[src/rtl/mac_pkg.sv]
// Shared types and helpers for the pipelined multiply-accumulate unit.
// sat_add() is used only when MAC_SAT_EN is defined.
package mac_pkg;

    localparam int MAX_MULT_STAGES = 3;
    localparam int MAX_W           = 64;
    localparam int IDX_W           = $clog2(MAX_W + 1);

    // Product is carried at the widest supported width; users cast it down to their own width.
    typedef struct packed {
        logic             valid;
        logic             first;
        logic [MAX_W-1:0] product;
    } mac_stage_t;

    // Adds two w-bit unsigned values and clamps to all-ones on carry-out of bit w-1.
    function automatic logic [MAX_W-1:0] sat_add(
        input logic [MAX_W-1:0] acc,
        input logic [MAX_W-1:0] prod,
        input int unsigned      w
    );
        logic [MAX_W:0]   sum;
        logic [MAX_W-1:0] mask;
        sum  = {1'b0, acc} + {1'b0, prod};
        mask = (w >= MAX_W) ? '1 : ((MAX_W'(1) << w) - MAX_W'(1));
        return sum[IDX_W'(w)] ? mask : (sum[MAX_W-1:0] & mask);
    endfunction

endpackage

[src/rtl/mac_accum_pipe_if.sv]
// Sample-in / result-out handshake bundle for mac_accum_pipe.
// master = sample source and result consumer, slave = the MAC block.
interface mac_accum_pipe_if #(
    parameter int IN_W  = 8,
    parameter int ACC_W = 20
);
    logic [IN_W-1:0]  a;
    logic [IN_W-1:0]  b;
    logic             first_in;
    logic             valid_in;
    logic             ready_in;
    logic [ACC_W-1:0] f;
    logic             valid_out;
    logic             ready_out;
    logic             overflow;

    modport master (
        output a, b, first_in, valid_in, ready_out,
        input  ready_in, f, valid_out, overflow
    );

    modport slave (
        input  a, b, first_in, valid_in, ready_out,
        output ready_in, f, valid_out, overflow
    );
endinterface

[src/rtl/mac_mult_pipe.sv]
// Multiplier followed by MULT_STAGES registers carrying valid/first/product.
// All stages share one enable so the whole line freezes together on a stall.
module mac_mult_pipe
    import mac_pkg::*;
#(
    parameter int IN_W        = 8,
    parameter int MULT_STAGES = 1
) (
    input  logic            clk,
    input  logic            reset,
    input  logic            i_en,
    input  logic            i_valid,
    input  logic            i_first,
    input  logic [IN_W-1:0] i_a,
    input  logic [IN_W-1:0] i_b,
    output mac_stage_t      o_stage
);
    localparam int PROD_W = 2 * IN_W;

    logic [PROD_W-1:0] w_prod;
    mac_stage_t        w_stage0;

    generate
        if (MULT_STAGES < 0 || MULT_STAGES > MAX_MULT_STAGES) begin : g_bad_stages
            $error("mac_mult_pipe: MULT_STAGES out of range");
        end
        if (PROD_W > MAX_W) begin : g_bad_width
            $error("mac_mult_pipe: IN_W too wide for mac_stage_t");
        end
    endgenerate

    assign w_prod = PROD_W'(i_a) * PROD_W'(i_b);

    always_comb begin
        w_stage0.valid   = i_valid;
        w_stage0.first   = i_first;
        w_stage0.product = MAX_W'(w_prod);
    end

    genvar gi;
    generate
        if (MULT_STAGES == 0) begin : g_comb
            assign o_stage = w_stage0;
        end else begin : g_regs
            mac_stage_t r_pipe [MULT_STAGES];
            for (gi = 0; gi < MULT_STAGES; gi++) begin : g_stage
                mac_stage_t w_src;
                if (gi == 0) begin : g_head
                    assign w_src = w_stage0;
                end else begin : g_tail
                    assign w_src = r_pipe[gi-1];
                end
                always_ff @(posedge clk) begin
                    if (reset) begin
                        r_pipe[gi] <= '0;
                    end else if (i_en) begin
                        r_pipe[gi] <= w_src;
                    end
                end
            end
            assign o_stage = r_pipe[MULT_STAGES-1];
        end
    endgenerate

endmodule

[src/rtl/mac_accum_pipe.sv]
// Pipelined unsigned multiply-accumulate (f += a*b) with valid/ready on both sides,
// per-sample restart and sticky overflow. Define MAC_SAT_EN to clamp instead of wrap.
module mac_accum_pipe
    import mac_pkg::*;
#(
    parameter int IN_W        = 8,
    parameter int ACC_W       = 20,
    parameter int MULT_STAGES = 1
) (
    input logic             clk,
    input logic             reset,
    mac_accum_pipe_if.slave bus
);
    logic             w_stall;
    logic             r_in_valid;
    logic             r_in_first;
    logic [IN_W-1:0]  r_in_a;
    logic [IN_W-1:0]  r_in_b;
    mac_stage_t       w_stage;
    logic [ACC_W-1:0] w_prod;
    logic [ACC_W:0]   w_sum;
    logic [ACC_W-1:0] w_acc_next;
    logic [ACC_W-1:0] r_acc;
    logic             r_valid_out;
    logic             r_overflow;

    generate
        if (ACC_W < 2 * IN_W) begin : g_bad_acc
            $error("mac_accum_pipe: ACC_W must be >= 2*IN_W");
        end
        if (ACC_W > MAX_W) begin : g_wide_acc
            $error("mac_accum_pipe: ACC_W exceeds MAX_W");
        end
    endgenerate

    // An unconsumed result freezes every stage, so ready_in drops in the same cycle.
    assign w_stall       = r_valid_out && !bus.ready_out;
    assign bus.ready_in  = !w_stall;
    assign bus.f         = r_acc;
    assign bus.valid_out = r_valid_out;
    assign bus.overflow  = r_overflow;

    always_ff @(posedge clk) begin
        if (reset) begin
            r_in_valid <= 1'b0;
            r_in_first <= 1'b0;
            r_in_a     <= '0;
            r_in_b     <= '0;
        end else if (!w_stall) begin
            r_in_valid <= bus.valid_in;
            r_in_first <= bus.first_in;
            r_in_a     <= bus.a;
            r_in_b     <= bus.b;
        end
    end

    mac_mult_pipe #(
        .IN_W        (IN_W),
        .MULT_STAGES (MULT_STAGES)
    ) u_mult (
        .clk     (clk),
        .reset   (reset),
        .i_en    (!w_stall),
        .i_valid (r_in_valid),
        .i_first (r_in_first),
        .i_a     (r_in_a),
        .i_b     (r_in_b),
        .o_stage (w_stage)
    );

    assign w_prod = ACC_W'(w_stage.product);
    assign w_sum  = {1'b0, r_acc} + {1'b0, w_prod};

`ifdef MAC_SAT_EN
    assign w_acc_next = ACC_W'(sat_add(MAX_W'(r_acc), MAX_W'(w_prod), ACC_W));
`else
    assign w_acc_next = w_sum[ACC_W-1:0];
`endif

    always_ff @(posedge clk) begin
        if (reset) begin
            r_acc       <= '0;
            r_valid_out <= 1'b0;
            r_overflow  <= 1'b0;
        end else if (!w_stall) begin
            r_valid_out <= w_stage.valid;
            if (w_stage.valid) begin
                if (w_stage.first) begin
                    r_acc      <= w_prod;
                    r_overflow <= 1'b0;
                end else begin
                    r_acc      <= w_acc_next;
                    r_overflow <= r_overflow | w_sum[ACC_W];
                end
            end
        end
    end

endmodule

[src/flat_wrapper.sv]
// flat-port wrapper written by rule: the top's interface ports become plain ports
module mac_accum_pipe_flat import mac_pkg::*;
#(
    parameter int IN_W        = 8,
    parameter int ACC_W       = 20,
    parameter int MULT_STAGES = 1
)
  (clk, reset, bus_a, bus_b, bus_first_in, bus_valid_in, bus_ready_out, bus_ready_in, bus_f, bus_valid_out, bus_overflow);
  mac_accum_pipe_if #(.IN_W(IN_W), .ACC_W(ACC_W)) bus_i ();
  input logic clk;
  input logic reset;
  input wire logic [$bits(bus_i.a)-1:0] bus_a;
  input wire logic [$bits(bus_i.b)-1:0] bus_b;
  input wire logic [$bits(bus_i.first_in)-1:0] bus_first_in;
  input wire logic [$bits(bus_i.valid_in)-1:0] bus_valid_in;
  input wire logic [$bits(bus_i.ready_out)-1:0] bus_ready_out;
  output wire logic [$bits(bus_i.ready_in)-1:0] bus_ready_in;
  output wire logic [$bits(bus_i.f)-1:0] bus_f;
  output wire logic [$bits(bus_i.valid_out)-1:0] bus_valid_out;
  output wire logic [$bits(bus_i.overflow)-1:0] bus_overflow;
  assign bus_i.a = bus_a;
  assign bus_i.b = bus_b;
  assign bus_i.first_in = bus_first_in;
  assign bus_i.valid_in = bus_valid_in;
  assign bus_i.ready_out = bus_ready_out;
  assign bus_ready_in = bus_i.ready_in;
  assign bus_f = bus_i.f;
  assign bus_valid_out = bus_i.valid_out;
  assign bus_overflow = bus_i.overflow;
  mac_accum_pipe #(.IN_W(IN_W), .ACC_W(ACC_W), .MULT_STAGES(MULT_STAGES)) u_core (.clk(clk), .reset(reset), .bus(bus_i));
endmodule
[config.mk]
export PLATFORM = sky130hd
export DESIGN_NAME = mac_accum_pipe_flat
export DESIGN_NICKNAME = d
export VERILOG_FILES = /design/src/rtl/mac_pkg.sv /design/src/rtl/mac_accum_pipe_if.sv /design/src/rtl/mac_mult_pipe.sv /design/src/rtl/mac_accum_pipe.sv /design/src/flat_wrapper.sv
export SDC_FILE = /design/constraint.sdc
export NUM_CORES = 1
export LEC_CHECK = 0
export CAP_MARGIN = 20
export CORE_UTILIZATION = 37
export CTS_CLUSTER_DIAMETER = 30
export DETAILED_ROUTE_END_ITERATION = 8
export MAX_ROUTING_LAYER = met4
export SLEW_MARGIN = 25
export SYNTH_ARGS = -nofsm -noshare
export SYNTH_HDL_FRONTEND = slang
export SYNTH_HIERARCHICAL = 1
export SYNTH_SLANG_ARGS = --single-unit
[constraint.sdc]
create_clock -name clk -period 6.96 [get_ports clk]
set_clock_uncertainty 0.15 [all_clocks]
set_input_delay 1.392 -clock clk [delete_from_list [all_inputs] [get_ports clk]]
set_output_delay 1.392 -clock clk [all_outputs]
set_load 0.02 [all_outputs]
# Word level (Yosys, flattened, before mapping)

Memories as Yosys holds them, arrays and structs flattened.
Cells that the tools add are included.

Input port bits: 21
Bits in writable memories: 18
Memories: 1
Output and inout bits: 23
Latch bits: 0
Register bits: 40
Memory bits (read-only): 0

Div/mod/pow operators: 0
Bitwise operators: 2
Add/sub/neg operators: 1
Equal/unequal tests: 0
Shift operators: 0
Muxes and demuxes: 9
Order comparisons: 0
Multipliers: 1
Reductions and logical operators: 5

Memories:

| memory                      | depth | width | read ports | clocked after Yosys merged registers in | wr ports | RTL line            | RTL |
|---|---|---|---|---|---|---|---|
| u_core.u_mult.g_regs.r_pipe | 1     | 18    | 1          | 0                                       | 1        | mac_mult_pipe.sv:45 | `mac_stage_t r_pipe [MULT_STAGES];` |

Operators with widths:

| operator            | count |
|---|---|
| $add A20 B20 Y21    | 1 |
| $mux W20            | 1 |
| $mux W18            | 1 |
| $reduce_or A18 Y1   | 1 |
| $mul A8 B8 Y16      | 1 |
| $mux W1             | 7 |
| $logic_not A1 Y1    | 2 |
| $reduce_and A2 Y1   | 1 |
| $logic_and A1 B1 Y1 | 1 |
| $not A1 Y1          | 1 |
| $or A1 B1 Y1        | 1 |

# Logic depth before layout (Yosys ltp)

Gate-level depths: netlist of run 1.

Word-level depth: 7
Mapped depth: 16
Mapped depth without buffers: 16

# Cells and area by module

Netlist of run 1, hierarchy kept.

By module, submodules not included:

| module         | seq. area each (sq um) | area an instance (sq um) | cells each | instances |
|---|---|---|---|---|
| mac_mult_pipe  | 540.5                  | 3083.0                   | 326        | 1 |
| mac_accum_pipe | 800.8                  | 2517.4                   | 323        | 1 |

# Worst setup path before layout of run 1

Ideal clock, no wire load.

Path kind: register -> register
Start: register u_core.r_in_b[7]
End: memory u_core/u_mult/g_regs.r_pipe[0][14] (netlist name), data pin
Stages on the path, launching flop included: 15
Path slack: 2613 ps
Arrival time: 4055 ps
Library setup time: 142 ps
Period minus slack after synthesis: 4347 ps
Cell sequence: dfxtp_1 and2_1 fa_1 fa_1 fa_1 inv_1 fa_1 inv_1 ha_1 nand3_1 nor2_2 a21o_1 or3b_1 mux2_4 a21oi_2

Longest elaborated chain between the ends: 2

Ends and longest elaborated chain:

| item                      | RTL line             | RTL |
|---|---|---|
| start: declaration        | mac_accum_pipe.sv:18 | `logic [IN_W-1:0] r_in_b;` |
| start signal: assignment  | mac_accum_pipe.sv:53 | `r_in_b <= bus.b;` |
| $mul A8 B8 Y16            | mac_mult_pipe.sv:32  | `assign w_prod = PROD_W'(i_a) * PROD_W'(i_b);` |
| $mux W18 (no source line) | n/a                  |  |
| end: declaration          | mac_mult_pipe.sv:45  |  |

No other way between the ends.

# Worst setup path in the final report of run 1

Start: register u_core.r_in_b[7]
End: memory u_core/u_mult/g_regs.r_pipe[0][12] (netlist name), data pin

Same word-level chain as after synthesis.

==> results of run 1 <==
-- state kept, by name (all words and copies together) (netlist names) --
register and cells:
u_core/bus.f 20, u_core/bus.overflow 1, u_core/bus.valid_out 1, u_core/r_in_a 8
u_core/r_in_b 8, u_core/r_in_first 1, u_core/r_in_valid 1, u_core/u_mult/g_regs.r_pipe 18
-- cells in the final DEF (no fill, tap or decap), types with 2 or more instances in the layout --
cell              n
a211oi_1         13
a21o_1            3
a21oi_1          45
a21oi_2           3
a31oi_1           6
and2_1           53
buf_4             6
clkbuf_16        10
clkdlybuf4s50_1  43
conb_1            4
dfxtp_1          40
edfxtp_1         18
fa_1             37
ha_1             56
inv_1            60
mux2i_1           4
nand2_1          77
nand2b_1          7
nand3_1          10
nand3b_1          8
nand4_1           3
nor2_1           37
nor2b_1           4
nor3_1            8
nor3b_1           2
o211ai_1          9
o21a_1            5
o21ai_0          23
o21ai_1           3
or2_2             3
xnor2_1           8
xor2_1           16
-- final timing paths --
path,end,slack (ns),cells past startpoint
setup / recovery,u_core/u_mult/g_regs.r_pipe[0][12],2.32,15
hold / removal,u_core/r_in_valid,0.30,2
setup reg to reg,u_core/u_mult/g_regs.r_pipe[0][12],2.32,15
hold reg to reg,u_core/r_in_valid,0.30,2
-- report_power, final --
group          total [uW]  leakage [uW]  internal [uW]  switching [uW]
Sequential            399      0.000545            375            24.0
Clock                 475      0.000155            307             167
Combinational         246       0.00209            109             137
-- worst max-delay path: cells and delay by family, from the launching register on --
| family | cells | cell delay (ns) |
|---|---|---|
| buffers and inverters | 3 | 0.15 |
| xor gates and xnor gates | 1 | 0.15 |
| DFF | 1 | 0.46 |
| AOI/OAI and AO/OA | 2 | 0.59 |
| adders and majority gates | 5 | 2.50 |
| and+or+nand+nor | 4 | 0.38 |
-- per-stage QoR --
step | util | power, uW | area (sq um)
finish | 0.447 | 1120 | 6200
global route | 0.447 | 1180 | 6200
global placement | 0.424 | 645 | 5880
floorplan | - | 581 | 5280
detailed placement | 0.424 | 651 | 5880
CTS | 0.447 | 1130 | 6200
-- area by class of cell --
class,instances,area [sq um]
Clock buffer,12,268
Clock inverter,4,47.5
Fill cell,1382,7680
Inverter,60,225
Multi-Input combinational cell,468,3620
Sequential cell,58,1340
Tap cell,180,225
Timing Repair Buffer,49,475
-- routing by layer --
layer | vias up | GRT usage | share of wire
li1 | 2113 | - | -
met1 | 1949 | 0.205 | 0.45
met2 | 76 | 0.297 | 0.49
met3 | 20 | 0.0381 | 0.033
met4 | 0 | 0.0648 | 0.021
met5 | - | - | 0
==> results.txt, run 1 <==
PwrDens - 181 nW/um^2
first-pass GRT wire length - 19,700 microns
Post-CTS Hold Buffers - 0
final hold viol count - 0
Post-CTS Setup Inserts - 0
die area - 14,700 sq um
Die Ht - 121 microns
ratio of cells with drive above 1 in the final layout - 0.0584
CP max stage delay - 0.55 ns
crit path time final - 4.64 ns
Wirelength per Cell - 13.8 microns
Period Utilization, post-route - 0.667
Worst setup SP type - register
Site Rows - 43
hpwl dp - 8850 microns
instance count of the mapped netlist - 605
maximum VDD drop - 0.109 mV
Critical Path Sink Type - register
cts bufs inserted - 9
Worst Max-Slew Pin Slew - 0.650 ns
clk sinks - 58
number of vias per cell - 5.00
Min Hold Slack - 0.303 ns
hold_sp - u_core/r_in_valid
worst-path cell chain - nand2_1 -> fa_1 -> fa_1 -> inv_1 -> fa_1 -> inv_1 -> fa_1 -> inv_1 -> ha_1 -> nand3_1 -> o211ai_1 -> nand2_1 -> o21ai_0 -> xnor2_1 -> nor2_1
status - finished clean
final setup violation count - 0
Initial Utilization - 0.380
IO buf count - 43
NumNets Final - 760
Tightest Hold Check Type - register to register
mapped cell area - 5270 sq um
Synth Warn # - 6
final worst slack - 2.32 ns
drt pass-1 iters - 4
number of global-route vias before repair - 4,215
Max Buffers Root-to-Sink - 2
gr usage total - 0.176
antenna viol nets, final - 0
critical path arrival - 4.57 ns
Finished Layout Cells - 831
dpl ws - 2.37 ns
area of the core - 13,900 sq um
leakage power - 0.00279 uW
P&R area growth vs syn - 17.6%
Die W - 121 microns
mean area per synthesized cell - 8.71 sq um
grt total ovfl - 0
Slowest cell on crit path - fa_1
cell count after placement - 815
# diodes - 0
CTS tree - yes
max-slew violations - 0
Req. time, crit path - 6.89 ns
relative slew slack - 0.565
root buf cell - clkbuf_16
DRT iter0 DRCs - 192
Critical R2R Launch - u_core/r_in_b[7]
final setup TNS - 0 ns
max-cap violations - 0
unrepaired setup endpoints after global routing - false
Clock transition at path regs - 0.05 ns
critical path class - register to register
Total Routed Length - 11,500 microns
crit path from - u_core/r_in_b[7]
H-tree depth - 3
DRC viols - 0
Worst-Skew Late Latency - 0.34 ns
largest net degree at the start of global routing - 44
maximum fanout along the worst path - 9
initial antenna violation count - 0
routability congestion estimate - 0.876
IO Pins - 44
cell mode on critical path - fa_1
Post-CTS Resized - 0
fmax - 215 MHz
Vias - 4,158
(Power assumes the default switching activity.)
==> inputs of run 2 (changes only) <==
Clock period 6.96 ns to 4.54 ns, I/O delays scaled along.
==> run 2 against run 1 <==
Cell count rose by 1.7%. Combinational power rose by 70%. Critical path type unchanged. Sequential share of layout area fell by 0.21 points. Flip-flop and latch count did not move. Critical endpoint is now u_core/u_mult/g_regs.r_pipe[0][14]. Wire length rose by 1.4%. Cell area rose by 2.3%. First-iteration DRC count fell by 2.1%. Largest cell class unchanged. Non-clock buffer count rose by 14. Power rose by 46%.
==> results.txt, run 2 (synthesized netlist as in run 1, its figures left out) <==
status - finished clean (unchanged)
CP max stage delay - 0.54 ns (was 0.55 ns)
Tightest Hold Check Type - register to register (unchanged)
crit path time final - 4.35 ns (was 4.64 ns)
cts bufs inserted - 9 (unchanged)
Die Ht - 121 microns (unchanged)
Slowest cell on crit path - fa_1 (unchanged)
final hold viol count - 0 (unchanged)
H-tree depth - 3 (unchanged)
ratio of cells with drive above 1 in the final layout - 0.101 (was 0.0584)
Site Rows - 43 (unchanged)
CTS tree - yes (unchanged)
maximum VDD drop - 0.174 mV (was 0.109 mV)
most common cell after layout, fill and taps aside - nand2_1 (unchanged)
area of the core - 13,900 sq um (unchanged)
Reg2Reg Depth - 14 (was 15)
dpl ws - -0.00692 ns (was 2.37 ns)
Total Routed Length - 11,600 microns (was 11,500 microns)
maximum fanout along the worst path - 9 (unchanged)
gr usage total - 0.170 (was 0.176)
cell mode on critical path - fa_1 (unchanged)
Vias - 4,226 (was 4,158)
Clock power frac - 0.370 (was 0.424)
IO buf count - 43 (unchanged)
Worst setup SP type - register (unchanged)
final setup TNS - 0 ns (unchanged)
max-slew violations - 0 (unchanged)
Worst Path Buf+Inv - 2 (was 3)
leakage power - 0.00283 uW (was 0.00279 uW)
Int Power - 1140 uW (was 791 uW)
Wirelength per Cell - 13.8 microns (about the same)
Worst Max-Slew Pin Slew - 0.684 ns (was 0.650 ns)
largest net degree at the start of global routing - 31 (was 44)
Critical Path Sink Type - register (unchanged)
Req. time, crit path - 4.57 ns (was 6.89 ns)
root buf cell - clkbuf_16 (unchanged)
Switch Pwr - 487 uW (was 328 uW)
final setup violation count - 0 (unchanged)
Period Utilization, post-route - 0.959 (was 0.667)
initial antenna violation count - 0 (unchanged)
CP delay by family, top - adder cells (unchanged)
relative slew slack - 0.543 (was 0.565)
fmax - 230 MHz (was 215 MHz)
Final Cell Area - 6340 sq um (was 6200 sq um)
routability congestion estimate - 0.965 (was 0.876)
die area - 14,700 sq um (unchanged)
DRC viols - 0 (unchanged)
drt pass-1 iters - 4 (unchanged)
final worst slack - 0.185 ns (was 2.32 ns)
PwrDens - 257 nW/um^2 (was 181 nW/um^2)
first-pass GRT wire length - 19,200 microns (was 19,700 microns)
Multi-input gate area - 3690 sq um (was 3620 sq um)
Switching Share - 0.299 (was 0.293)
Clock transition at path regs - 0.05 ns (about the same)
grt total ovfl - 0 (unchanged)
Post-DP Area - 5980 sq um (was 5880 sq um)
NumNets Final - 774 (was 760)
antenna viol nets, final - 0 (unchanged)
max-cap violations - 0 (unchanged)
IO Pins - 44 (unchanged)
number of vias per cell - 5.00 (about the same)
Worst-Skew Late Latency - 0.33 ns (was 0.34 ns)
final core occ - 0.457 (was 0.447)
Comb pwr share - 0.256 (was 0.219)
P&R area growth vs syn - 20.3% (was 17.6%)
register area - 1360 sq um (was 1340 sq um)
most frequent cells in the layout - nand2_1, inv_1, and2_1 (was nand2_1, inv_1, ha_1)
Initial Utilization - 0.380 (unchanged)
DRT iter0 DRCs - 188 (was 192)
Post-CTS Hold Buffers - 0 (unchanged)
number of global-route vias before repair - 4,050 (was 4,215)
# diodes - 0 (unchanged)
Hold Path Stages - 2 (unchanged)
max FFs per register - 20 (unchanged)
sequential share of power - 0.374 (was 0.356)
CP Depth - 14 (was 15)
Max Buffers Root-to-Sink - 2 (unchanged)
Die W - 121 microns (unchanged)
clk sinks - 58 (unchanged)
worst-path cell chain - and2_1 -> fa_1 -> fa_1 -> fa_1 -> inv_1 -> fa_1 -> inv_1 -> ha_4 -> nand3_2 -> nor2_2 -> a21o_1 -> or3b_1 -> mux2_4 -> a21oi_2 (was nand2_1 -> fa_1 -> fa_1 -> inv_1 -> fa_1 -> inv_1 -> fa_1 -> inv_1 -> ha_1 -> nand3_1 -> o211ai_1 -> nand2_1 -> o21ai_0 -> xnor2_1 -> nor2_1)
critical path arrival - 4.39 ns (was 4.57 ns)
fill cell count - 1,348 (was 1,382)
hpwl dp - 9310 microns (was 8850 microns)
critical path class - register to register (unchanged)
==> run 2: cell count changes in the layout (fill, tap and decap cells not counted), moves of 2 or more <==
cell     before  now
buf_4         6   20
dfxtp_2       0    8
dfxtp_1      40   30
dfxtp_4       0    2
ha_1         56   52
ha_4          0    4
==> run 2: layout make-up <==
class,instances,area share
clock inverters,4,0.00276
inverters,60,0.0355
flip-flops and latches,58,0.214
clock buffers,12,0.0389
multi-input cells,468,0.581
repair buffers,63,0.0916
well taps,180,0.0355
==> run 2: repair_timing <==
action | in CTS | in global routing
endpoints found under the setup margin | 4 | 7
cloned | 0 | 0
pin swaps | 1 | 6
resized for setup | 3 | 20
setup buffers | 0 | 1
==> run 2: power by group through the flow <==
stage | Combinational [uW] | Clock (uW) | Sequential (uW)
after floorplan | 267 | 0 | 624
after global placement | 389 | 0 | 618
after detailed placement | 393 | 0 | 620
after CTS | 397 | 621 | 609
after global routing | 472 | 642 | 615
final | 417 | 603 | 610
==> run 2: worst paths after layout <==
check	from	endpoint	slack, ns
worst max-delay path	u_core/r_in_a[5]	u_core/u_mult/g_regs.r_pipe[0][14]	0.19
worst min-delay path	u_core/r_in_first	u_core/r_in_first	0.30
worst max register to register	u_core/r_in_a[5]	u_core/u_mult/g_regs.r_pipe[0][14]	0.19
worst min register to register	u_core/r_in_first	u_core/r_in_first	0.30
==> run 2: metal layers <==
layer	global-route usage	wire, microns
met1	0.205	5480
met2	0.276	5480
met3	0.0348	334
met4	0.0725	358
met5	-	0
==> run 2: through the flow <==
stage / total power (uW) / std cells / hold WS, ns
floorplan: 890 / 608 / 0.277
global placement: 1010 / 828 / 0.288
detailed placement: 1010 / 828 / 0.293
CTS: 1630 / 844 / 0.300
global route: 1730 / 845 / 0.313
finish: 1630 / 845 / 0.299
==> run 2: worst min-delay path: cells and delay by family (launching register included) <==
family             cells  cell delay, ns
DFF                    1            0.30
and+or+nand+nor        1            0.05
AOI/OAI and AO/OA      1            0.05
==> inputs of run 3 (changes only) <==
Settings changed: CAP_MARGIN 20 to unset.
==> results of run 3 <==
The final DEF is identical to that of run 2; final timing and power are the same.
